File: src/rtl/rx_scan_if.sv
// Handshake bundle between the UART receiver, the debug controller and rx_scan.
// The slave modport is the scanner's view of the bundle; the master modport is the environment's view.
interface rx_scan_if;
  logic [7:0]  d_rx;
  logic        vld_rx;
  logic        rdy_rx;
  logic        req_rx;
  logic        type_rx;
  logic        ack_rx;
  logic [31:0] din_rx;
  logic        flag_rx;
  logic        err_rx;

  modport slave  (input  d_rx, vld_rx, req_rx, type_rx,
                  output rdy_rx, ack_rx, din_rx, flag_rx, err_rx);
  modport master (output d_rx, vld_rx, req_rx, type_rx,
                  input  rdy_rx, ack_rx, din_rx, flag_rx, err_rx);
endinterface

File: src/rtl/rx_scan.sv
// Scans one character or one space/CR-terminated hex number from a UART byte stream.
// Optional macro RX_SCAN_CASE_EN: fold a-z to upper case for characters and accept a-f as hex digits.
module rx_scan #(
  parameter int DIGITS = 8
) (
  input  logic      clk,
  input  logic      rst,
  rx_scan_if.slave  bus
);
  localparam logic [7:0] CR = 8'h0D;
  localparam logic [7:0] LF = 8'h0A;
  localparam logic [7:0] SP = 8'h20;
  localparam logic [3:0] DIGITS_L = 4'(DIGITS);

  typedef enum logic [2:0] {IDLE, CHAR, SKIP, NUM, DONE} state_t;

  state_t      state;
  logic [31:0] acc;
  logic [3:0]  cnt;
  logic        err;
  logic        rdy;
  logic        xfer;
  logic        hex_ok;
  logic [3:0]  nib;
  logic [7:0]  ch;

  // Decodes one ASCII hex digit; the upper bit flags a legal digit.
  function automatic logic [4:0] hex_nib(input logic [7:0] b);
    if (b >= 8'h30 && b <= 8'h39) return {1'b1, 4'(b - 8'h30)};
    if (b >= 8'h41 && b <= 8'h46) return {1'b1, 4'(b - 8'h37)};
`ifdef RX_SCAN_CASE_EN
    if (b >= 8'h61 && b <= 8'h66) return {1'b1, 4'(b - 8'h57)};
`endif
    return 5'b0;
  endfunction

  // Character path, optionally folded to upper case.
  function automatic logic [7:0] fold(input logic [7:0] b);
`ifdef RX_SCAN_CASE_EN
    if (b >= 8'h61 && b <= 8'h7A) return b - 8'h20;
`endif
    return b;
  endfunction

  // Gating with rst keeps a byte offered during reset from being consumed.
  always_comb begin
    rdy  = rst && (state == CHAR || state == SKIP || state == NUM);
    xfer = bus.vld_rx && rdy;
    {hex_ok, nib} = hex_nib(bus.d_rx);
    ch = fold(bus.d_rx);
  end

  assign bus.rdy_rx = rdy;

  // NOTE: all state below uses non-blocking assignments so every register
  // samples the pre-edge values, regardless of statement order.
  always_ff @(posedge clk) begin
    if (!rst) begin
      state       <= IDLE;
      acc         <= '0;
      cnt         <= '0;
      err         <= 1'b0;
      bus.ack_rx  <= 1'b0;
      bus.din_rx  <= '0;
      bus.flag_rx <= 1'b0;
      bus.err_rx  <= 1'b0;
    end else begin
      bus.ack_rx <= 1'b0;
      case (state)
        IDLE: begin
          if (bus.req_rx) begin
            state <= bus.type_rx ? SKIP : CHAR;
            acc   <= '0;
            cnt   <= '0;
            err   <= 1'b0;
          end
        end
        CHAR: begin
          if (xfer && bus.d_rx != LF) begin
            bus.din_rx  <= {24'h0, ch};
            bus.flag_rx <= (bus.d_rx == CR);
            bus.err_rx  <= 1'b0;
            bus.ack_rx  <= 1'b1;
            state       <= DONE;
          end
        end
        SKIP, NUM: begin
          // Leading spaces are dropped only before the first significant byte.
          if (xfer && bus.d_rx != LF && !(state == SKIP && bus.d_rx == SP)) begin
            state <= NUM;
            if (bus.d_rx == SP || bus.d_rx == CR) begin
              bus.din_rx  <= acc;
              bus.flag_rx <= (bus.d_rx == CR);
              bus.err_rx  <= err || (cnt == 4'd0);
              bus.ack_rx  <= 1'b1;
              state       <= DONE;
            end else if (hex_ok && cnt < DIGITS_L) begin
              acc <= {acc[27:0], nib};
              cnt <= cnt + 4'd1;
            end else begin
              err <= 1'b1;
            end
          end
        end
        DONE: begin
          if (!bus.req_rx) state <= IDLE;
        end
        default: state <= IDLE;
      endcase
    end
  end
endmodule

File: src/flat_wrapper.sv
// flat-port wrapper written by rule: the top's interface ports become plain ports
module rx_scan_flat 
#(
  parameter int DIGITS = 8
)
  (clk, rst, bus_d_rx, bus_vld_rx, bus_req_rx, bus_type_rx, bus_rdy_rx, bus_ack_rx, bus_din_rx, bus_flag_rx, bus_err_rx);
  rx_scan_if bus_i ();
  input  logic clk;
  input  logic rst;
  input wire logic [$bits(bus_i.d_rx)-1:0] bus_d_rx;
  input wire logic [$bits(bus_i.vld_rx)-1:0] bus_vld_rx;
  input wire logic [$bits(bus_i.req_rx)-1:0] bus_req_rx;
  input wire logic [$bits(bus_i.type_rx)-1:0] bus_type_rx;
  output wire logic [$bits(bus_i.rdy_rx)-1:0] bus_rdy_rx;
  output wire logic [$bits(bus_i.ack_rx)-1:0] bus_ack_rx;
  output wire logic [$bits(bus_i.din_rx)-1:0] bus_din_rx;
  output wire logic [$bits(bus_i.flag_rx)-1:0] bus_flag_rx;
  output wire logic [$bits(bus_i.err_rx)-1:0] bus_err_rx;
  assign bus_i.d_rx = bus_d_rx;
  assign bus_i.vld_rx = bus_vld_rx;
  assign bus_i.req_rx = bus_req_rx;
  assign bus_i.type_rx = bus_type_rx;
  assign bus_rdy_rx = bus_i.rdy_rx;
  assign bus_ack_rx = bus_i.ack_rx;
  assign bus_din_rx = bus_i.din_rx;
  assign bus_flag_rx = bus_i.flag_rx;
  assign bus_err_rx = bus_i.err_rx;
  rx_scan #(.DIGITS(DIGITS)) u_core (.clk(clk), .rst(rst), .bus(bus_i));
endmodule
File: config.mk
export PLATFORM = sky130hd
export DESIGN_NAME = rx_scan_flat
export DESIGN_NICKNAME = d
export VERILOG_FILES = /design/src/rtl/rx_scan_if.sv /design/src/rtl/rx_scan.sv /design/src/flat_wrapper.sv
export SDC_FILE = /design/constraint.sdc
export NUM_CORES = 1
export LEC_CHECK = 0
export ABC_AREA = 1
export BUFFER_PORTS_ARGS = -buffer_cell sky130_fd_sc_hd__buf_2
export CELL_PAD_IN_SITES_DETAIL_PLACEMENT = 2
export CELL_PAD_IN_SITES_GLOBAL_PLACEMENT = 2
export CORE_ASPECT_RATIO = 1.2
export CORE_MARGIN = 2
export CORE_UTILIZATION = 33
export CTS_BUF_LIST = sky130_fd_sc_hd__clkbuf_4
export DETAILED_ROUTE_END_ITERATION = 10
export PLACE_DENSITY = 0.84
export SLEW_MARGIN = 20
export SYNTH_ARGS = -nofsm -noshare
export SYNTH_HDL_FRONTEND = slang
export SYNTH_SLANG_ARGS = --single-unit
File: constraint.sdc
create_clock -name clk -period 2.3 [get_ports clk]
set_clock_uncertainty 0.2 [all_clocks]
set_input_delay 0.115 -clock clk [delete_from_list [all_inputs] [get_ports clk]]
set_output_delay 0.115 -clock clk [all_outputs]
set_load 0.02 [all_outputs]
==> results.py <==
metrics = {
    "critical_path": {
        "cp.depth": 12,
        "start_kind": "input port",
        "critical-path-top-delay-family": "buffers and inverters",
        "path_max_fanout": 36,
        "ff2ff_path_depth": 9,
        "cp_num_buf_inv": 4,
        "slowest_delay_ns": 0.52,
        "cp_slowest_cell": "dlygate4sd3_1",
        "end_kind": "register",
        "path_common_cell": "nor2_1",
        "crit_chain": "dlygate4sd3_1 > buf_2 > inv_1 > ha_1 > nand3_1 > nor2_1 > nor2_2 > nand2_2 > a21oi_4 > clkbuf_16 > a21oi_1 > nor2_1",
        "crit_type": "input port to register",
        "required_ns": 2.47,
        "worstPathArrival_ns": 2.39,
    },
    "synth": {
        "avgSynthCellArea_um2": 6.800,
        "async_reset_ff_share_pct": 0,
        "synth.top_cell.area_share_pct": 42.87,
        "ys_warn_count": 0,
        "ys_types": 24,
        "synth_largest_area_cell": "dfxtp_1",
        "synth_edf_count": 0,
        "ys_seq_area_share_pct": 42.87,
        "synth_most_common_cell": "nand2_1",
        "synthCells": 515,
        "synth.area.top_cells": "dfxtp_1 43%, nand2_1 15%, a21oi_1 10%, nand3_1 7.7%, nor2_1 7.7%",
        "synth-seq-cells": 75,
        "synthFlopType": "dfxtp_1",
        "syn_area_um2": 3502,
        "synth_nets": 534,
        "synthTopCellsByCount": "139 x nand2_1, 75 x dfxtp_1, 72 x nor2_1, 70 x a21oi_1, 54 x nand3_1",
    },
    "layout": {
        "fin_util_pct": 39.55,
        "num_antenna_cells": 0,
        "syn2layout_area_growth_pct": 17.61,
        "drive_gt1_share_pct": 16.31,
        "finalNetCount": 579,
    },
    "timing": {
        "tightest_slew_ns": 0.5314,
        "maxSlewHeadroom_pct": 64.57,
        "fmax_mhz": 450.6,
        "holdWs_ns": 0.01463,
        "final.setup.tns_ns": 0,
        "hold_viol": 0,
        "drv_slew": 0,
        "post-route-min-period_ns": 2.219,
        "period_share_pct": 96.50,
        "post-route-worst-setup-slack_ns": 0.08059,
        "setup_viol": 0,
        "rsz0062_at_grt": "true",
    },
    "detailed_routing": {
        "vias": 3640,
        "ant_nets": 0,
        "viasPerCell": 5.253,
        "drt_pass1_iterations": 4,
        "post_drt_wl_per_cell_um": 17.30,
        "drt-initial-drc-count": 158,
        "drc": 0,
        "routed_wl_um": 11990,
    },
    "clocking": {
        "cts_buffers": 9,
        "root_buffer": "clkbuf_4",
        "clk_latency_ns": 0.45,
        "cts_tree": "yes",
        "numClockSinks": 75,
        "clk_pin_slew_ns": 0.13,
        "clk_path_buf_depth": 2,
        "h-tree-depth": 3,
    },
    "floorplanning": {
        "fp.dieW_um": 98.04,
        "rows": 41,
        "die_y_um": 116.9,
        "dieArea_um2": 11460,
        "start_util_pct": 33.63,
        "core-area_um2": 10410,
        "io_pins": 49,
    },
    "power": {
        "power_mw": 5.380,
        "ir_worst_vdd_mv": 0.3661,
        "p_per_area_nw_per_um2": 1306,
        "power_leakage_nw": 1.808,
    },
    "run_status": {
        "outcome": "finished clean",
    },
    "run": {
        "cap_viol_max_count": 0,
    },
    "placement": {
        "gp_congestion": 0.8775,
        "portBuffers": 48,
        "dp_hpwl_um": 7281,
        "dp_slack_ns": 0.1542,
    },
    "worst_hold_path": {
        "hold_class": "input port to register",
        "whs_path_depth": 5,
    },
    "global_route": {
        "grt_start_max_net_pins": 73,
        "grt_usage_pct": 19.67,
        "antenna_found_initial": 0,
        "grt_pass1_wl_um": 18250,
        "gr-total-overflow": 0,
        "grt_pass1_vias": 3752,
    },
}
[repair_timing]
item | 4_1_cts | 5_1_grt
buffers inserted | 0 | 0
gates resized for setup | 0 | 5
hold buffers | 6 | 0
endpoints found under the setup margin | 0 | 37
hold endpoints to repair | 8 | 0
[worst paths after layout]
| check | startpoint | endpoint | slack (ns) |
|---|---|---|---|
| min reg2reg | u_core.bus.din_rx[29]$_SDFFE_PN0P_ | u_core.bus.din_rx[29]$_SDFFE_PN0P_ | 0.27 |
| max | bus_d_rx[0] | u_core.acc[16]$_SDFFE_PN0P_ | 0.08 |
| max reg2reg | u_core.state[0]$_SDFFE_PN0P_ | u_core.acc[16]$_SDFFE_PN0P_ | 0.15 |
| min | bus_d_rx[4] | u_core.bus.din_rx[4]$_SDFFE_PN0P_ | 0.01 |
[sequential cells by signal (all words and copies together) (netlist names)]
name                count
u_core.acc             32
u_core.bus.ack_rx       1
u_core.bus.din_rx      32
u_core.bus.err_rx       1
u_core.bus.flag_rx      1
u_core.cnt              4
u_core.err              1
u_core.state            3
[metal layers]
| metal | track usage, % | share of wire, % |
|---|---|---|
| met4 | 6.944 | 1.7 |
| met5 | 0 | 0 |
| met2 | 36.44 | 54 |
| met3 | 3.622 | 2.9 |
| met1 | 22.85 | 42 |
[layout by cell type, fill, tap and decap left out]
cell             n
nor3_2           1
xor2_1           1
bufinv_16        1
a21oi_1         70
nand2_2          1
nor2_1          71
nand3_2          2
a21oi_4          1
nor3_1           2
nand2_1        139
nor3b_2          1
dfxtp_1         75
nand4_1          3
clkbuf_4        11
or2_1            1
buf_4            7
dlygate4sd3_1    6
clkinv_1         2
o21ai_2          1
inv_2            6
buf_6            1
inv_1           18
ha_1             6
nor2_2           3
clkinv_2         2
o21ai_0         22
nand3b_1         2
clkbuf_16        3
buf_2           48
nand2_4          1
buf_12           2
nand3_1         54
[worst min-delay path: stages]
cell and delay, ns:
buf_2 0.13, inv_1 0.07, o21ai_0 0.09, o21ai_0 0.17
nor2_1 0.05
[final cells by class]
class / instances / area [um^2]
clock buffers: 11 / 82.58
clock inverters: 4 / 42.54
fillers: 1273 / 6295
inverters: 25 / 95.09
multi-input cells: 382 / 1757
flip-flops and latches: 75 / 1501
well taps: 129 / 161.4
repair buffers: 67 / 479.2
[power breakdown]
group	switching, mW	internal, mW	total [mW]	leakage, nW
Combinational	1.80	0.991	2.79	1.12
Sequential	0.190	1.57	1.76	0.612
Clock	0.487	0.342	0.829	0.0718
[logic make-up (layout without fill, tap and decap cells)]
logic type | Yosys count | after routing | synth area share (%)
fa+ha+maj | 6 | 6 | 2.144
buf+inv | 58 | 107 | 7.288
compound gates | 94 | 94 | 13.76
simple gates | 281 | 281 | 33.69
flops | 75 | 75 | 42.87
xor+xnor | 1 | 1 | 0.2501
[through the flow]
step	cells	cell area (um^2)
after detailed placement	668	3835
after global placement	668	3835
final	693	4119
after floorplan	515	3502
after global routing	693	4119
after CTS	689	4020
Power figures use the tool's default switching activity.
